`src/rtl/cram_wr_sched.sv`:
```
// CRAM palette write-port scheduler: arbitrates buffered Z80 writes and DMA words
// with strict alternation, optionally restricted to the active blanking window.
module cram_wr_sched #(
  parameter int unsigned DEPTH = 4,
  parameter int unsigned AW    = 2
) (
  input  logic        clk,
  input  logic        rst,
  input  logic        blank_only,
  input  logic        blank,
  input  logic        cpu_we,
  input  logic [7:0]  cpu_addr,
  input  logic [14:0] cpu_data,
  output logic        cpu_full,
  output logic        ovf,
  input  logic        ovf_clr,
  input  logic        dma_req,
  input  logic [7:0]  dma_addr,
  input  logic [14:0] dma_data,
  output logic        dma_ack,
  output logic        cram_we,
  output logic [7:0]  cram_addr,
  output logic [14:0] cram_data,
  output logic        busy
);

  localparam logic [AW:0] FULL_CNT = (AW+1)'(DEPTH);

  logic [22:0]   mem_q [DEPTH];
  logic [AW-1:0] wptr_q, wptr_d, rptr_q, rptr_d;
  logic [AW:0]   count_q, count_d;
  logic          full_q, full_d;
  logic          ovf_q, ovf_d;
  logic          last_cpu_q, last_cpu_d;
  logic          we_q, we_d;
  logic          ack_q, ack_d;
  logic [7:0]    addr_q, addr_d;
  logic [14:0]   data_q, data_d;

  logic cpu_pend, dma_pend, win, push, grant_cpu, grant_dma;

  always_comb begin
    cpu_pend  = (count_q != '0);
    // The word just acked is still on dma_addr/dma_data this cycle; mask it.
    dma_pend  = dma_req & ~ack_q;
    win       = ~blank_only | blank;
    // Full is judged on the registered flag, so a same-cycle pop never frees a slot.
    push      = cpu_we & ~full_q;
    grant_cpu = win & cpu_pend & (~dma_pend | ~last_cpu_q);
    grant_dma = win & dma_pend & (~cpu_pend | last_cpu_q);

    wptr_d = push      ? wptr_q + 1'b1 : wptr_q;
    rptr_d = grant_cpu ? rptr_q + 1'b1 : rptr_q;
    case ({push, grant_cpu})
      2'b10:   count_d = count_q + 1'b1;
      2'b01:   count_d = count_q - 1'b1;
      default: count_d = count_q;
    endcase
    full_d = (count_d == FULL_CNT);

    ovf_d      = (cpu_we & full_q) | (ovf_q & ~ovf_clr);
    last_cpu_d = (grant_cpu | grant_dma) ? grant_cpu : last_cpu_q;
    we_d       = grant_cpu | grant_dma;
    ack_d      = grant_dma;
    addr_d     = addr_q;
    data_d     = data_q;
    if (grant_cpu) begin
      {addr_d, data_d} = mem_q[rptr_q];
    end else if (grant_dma) begin
      addr_d = dma_addr;
      data_d = dma_data;
    end
  end

  always_ff @(posedge clk) begin
    if (push) mem_q[wptr_q] <= {cpu_addr, cpu_data};
  end

  always_ff @(posedge clk or posedge rst) begin
    if (rst) begin
      wptr_q     <= '0;
      rptr_q     <= '0;
      count_q    <= '0;
      full_q     <= 1'b0;
      ovf_q      <= 1'b0;
      last_cpu_q <= 1'b0;
      we_q       <= 1'b0;
      ack_q      <= 1'b0;
      addr_q     <= '0;
      data_q     <= '0;
    end else begin
      wptr_q     <= wptr_d;
      rptr_q     <= rptr_d;
      count_q    <= count_d;
      full_q     <= full_d;
      ovf_q      <= ovf_d;
      last_cpu_q <= last_cpu_d;
      we_q       <= we_d;
      ack_q      <= ack_d;
      addr_q     <= addr_d;
      data_q     <= data_d;
    end
  end

  assign cpu_full  = full_q;
  assign ovf       = ovf_q;
  assign dma_ack   = ack_q;
  assign cram_we   = we_q;
  assign cram_addr = addr_q;
  assign cram_data = data_q;
  assign busy      = cpu_pend | dma_req;

endmodule
```
`config.mk`:
```
export PLATFORM = sky130hd
export DESIGN_NAME = cram_wr_sched
export DESIGN_NICKNAME = d
export VERILOG_FILES = /design/src/rtl/cram_wr_sched.sv
export SDC_FILE = /design/constraint.sdc
export NUM_CORES = 1
export LEC_CHECK = 0
export CAP_MARGIN = 20
export CORE_ASPECT_RATIO = 1.4
export CORE_UTILIZATION = 57
export DETAILED_ROUTE_END_ITERATION = 7
export GPL_TIMING_DRIVEN = 0
export PLACE_DENSITY = 0.85
export SKIP_CTS_REPAIR_TIMING = 1
export SLEW_MARGIN = 20
export SYNTH_ARGS = -nofsm -noshare
export SYNTH_HDL_FRONTEND = slang
export SYNTH_SLANG_ARGS = --single-unit
```
`constraint.sdc`:
```
create_clock -name clk -period 4.2 [get_ports clk]
set_clock_uncertainty 0.2 [all_clocks]
set_input_delay 0.42 -clock clk [delete_from_list [all_inputs] [get_ports clk]]
set_output_delay 0.42 -clock clk [all_outputs]
set_load 0.03 [all_outputs]
```
==> Flow_metrics.wiki <==
{| class="wikitable"
! Metric !! Value
|-
| Maximum number of pins on one net before global-route repair || 36
|-
| Fin nets || 420
|-
| Count of flip-flops with a built-in enable after synthesis || 92
|-
| Depth of the worst register-to-register path || 9
|-
| Async SR Flop Fraction || 27.6%
|-
| Clock insertion delay at the later pin of the skew report || 0.41 ns
|-
| Minimum hold slack || 0.249 ns
|-
| Critical register-to-register path startpoint || last_cpu_q
|-
| Number of placed instances, taps included || 447
|-
| CTS tree || done
|-
| Half-perimeter wire length after detailed placement || 6090 µm
|-
| Highest attainable clock frequency || 329 MHz
|-
| Number of nets with antenna violations after routing || 0
|-
| Die height || 113 µm
|-
| Setup repair after global routing missed its margin || false
|-
| Top cell type's share of synthesized area || 54.7%
|-
| Total power density per cell area || 751 mW/mm²
|-
| Total via count in the routed design || 2749
|-
| Number of failing setup endpoints in the final timing report || 0
|-
| Total power || 4.91 mW
|-
| Required time at the worst-slack endpoint || 3.58 ns
|-
| Total Wirelength || 9420 µm
|-
| Global-route wire length before repair || 14900 µm
|-
| Average via count per standard cell || 5.74
|-
| Clock net sink count || 127
|-
| Least-Margin Pin Slew || 0.703 ns
|-
| P_leak || 2.33 nW
|-
| Highest fanout seen on the critical path || 10
|-
| Root buffer cell || clkbuf_16
|-
| Element type at the critical path end || output port
|-
| Floorplan Core Area || 0.00861 mm²
|-
| Setup slack after layout || 1.16 ns
|-
| Drt first-iter violations || 148
|-
| Cells taking the most area after synthesis || edfxtp_1, dfrtp_1, mux4_2, o221a_2, or4_1
|-
| Most common cell in the netlist || edfxtp_1
|-
| Starting Density || 58.6%
|-
| Largest area contributor in the netlist || edfxtp_1
|-
| Clock slew at reported path FFs || 0.05 ns
|-
| Outcome || completed
|-
| Dpl ws || 0.875 ns
|-
| Setup_tns || 0 ns
|-
| Count of unresolved DRC violations after routing || 0
|-
| Class of the most critical setup path || reg -> out
|-
| Number of placement rows || 40
|-
| Share of final-layout standard cells stronger than drive strength 1 || 20.6%
|-
| Overflow left after global routing || 0
|-
| Number of buffers created by CTS || 17
|-
| Area of the mapped netlist || 0.00505 mm²
|-
| Classification of the worst-slack hold path || in -> async
|-
| Number of max-slew violations in the final report || 0
|-
| Number of nets in the synthesized netlist || 321
|-
| Ant. Diodes || 0
|-
| Number of antenna violations at the first check in global routing || 0
|-
| Average cell area after synthesis || 19.3 µm²
|-
| Worst R2R Setup Slack || 1.26 ns
|-
| Final number of hold-violating endpoints || 0
|-
| Capturing point of the worst reg2reg path || cpu_full
|-
| Flip-flop and latch count after synthesis || 127
|-
| Library cells used by synthesis || 30
|-
| Average routed wire per standard cell || 19.7 µm
|-
| Ys flop type || edfxtp_1
|-
| Final instance count without filler cells || 479
|-
| Time the final worst path needs with I/O delays and setup || 3.04 ns
|-
| Port bufs || 80
|-
| Count of warnings emitted by yosys || 0
|-
| Weighted congestion reported at the end of routability-driven placement || 0.749
|-
| Max Root-Sink Buffers || 2
|-
| Number of maximum-capacitance constraint violations || 0
|-
| Final worst-path cycle share || 72.3%
|-
| Share of synthesized area occupied by flip-flops and latches || 72.1%
|-
| GRT Util Overall || 23.3%
|-
| Slew headroom || 53.0%
|-
| Element type at the critical path start || register
|-
| Max H-tree Level || 4
|-
| Top-Level Pins || 81
|-
| Data arrival time of the critical path || 2.42 ns
|-
| Layout-stage area growth over the synthesis result || 29.5%
|-
| Die extent in x || 81.5 µm
|-
| Die area || 0.00924 mm²
|-
| Top cells by count, synth || edfxtp_1, dfrtp_1, o221a_2, or4_1, mux4_2
|-
| Detailed Routing Iterations Pass 1 || 4
|-
| Gate count of the mapped netlist || 262
|-
| Vias in the first global route || 2864
|-
| Worst-case vdd ir drop || 0.458 mV
|}
## metrics by stage
stage / cell area, µm² / util, %
detailed placement: 5980 / 69.5
floorplan: 5050 / -
global placement: 5980 / 69.5
global route: 6540 / 76.0
CTS: 6540 / 76.0
finish: 6540 / 76.0
## registers in the layout, summed over array words and instances, names as in the netlist
register    count
count_q         3
cpu_full        1
cram_addr       8
cram_data      15
cram_we         1
dma_ack         1
last_cpu_q      1
mem_q          92
ovf             1
rptr_q          2
wptr_q          2
## area by class of cell
type	instances	area [µm²]
Multi-Input combinational cell	107	1260
Inverter	10	37.5
Clock buffer	19	433
Timing Repair Buffer	80	801
Clock inverter	13	121
Buffer	18	113
Fill cell	486	2070
Sequential cell	127	3640
Tap cell	105	131
## critical path, stage by stage, from the launching register on
cell	delay, ns
dfrtp_1	0.42
nor3_2	0.48
clkbuf_1	0.42
nand2b_1	0.09
clkdlybuf4s50_1	0.60
## kinds of logic (layout without fill, tap and decap cells)
group                      Yosys count  in the layout  synth area share [%]
AOI/OAI and AO/OA                   32             32                  6.20
xor gates and xnor gates             5              5                 0.868
adders and majority gates            6              6                  1.64
buffers and inverters               28            140                  2.97
DFF                                127            127                  72.1
muxes                               23             23                  10.6
and+or+nand+nor                     41             41                  5.60
## where the power goes
part | switching [mW] | internal [mW]
clock | 0.490 | 0.860
combinational | 0.884 | 0.836
sequential | 0.137 | 1.70
total | 1.51 | 3.40
## per-layer routing
layer | vias to the layer above | share of wire [%] | global-route usage (%)
met4 | 0 | 2.2 | 11.3
met2 | 83 | 52 | 36.9
met3 | 18 | 4.8 | 6.61
met5 | - | 0 | 0
met1 | 1359 | 41 | 29.4
li1 | 1289 | - | -
## worst max path at each step
stage,startpoint,end,slack [ns],cells past startpoint
2_1_floorplan,dma_ack,cpu_full,1.45,9
3_3_place_gp,dma_req,cpu_full,0.90,10
3_5_place_dp,dma_req,cpu_full,0.87,10
4_1_cts,count_q[0],busy,1.15,4
5_1_grt,count_q[0],busy,1.02,4
6_report,count_q[0],busy,1.16,4
## placed cells by master (no fill, tap or decap), types with 2 or more instances in the layout
cell type and n:
and2_2 4, buf_12 2, nand2_1 4, dfrtp_1 35, o21ai_0 5, xor2_1 3
inv_1 9, edfxtp_1 92, or3_1 2, clkinv_1 5, clkdlybuf4s50_1 80, nand2b_1 2
clkinv_2 2, o221a_2 23, clkbuf_16 17, or4_1 23, mux4_1 5, nor2b_1 2
bufinv_16 2, ha_1 5, clkinvlp_4 2, clkbuf_1 15, mux4_2 18, xnor2_1 2
Note: power is estimated with default switching activity, not from simulation.
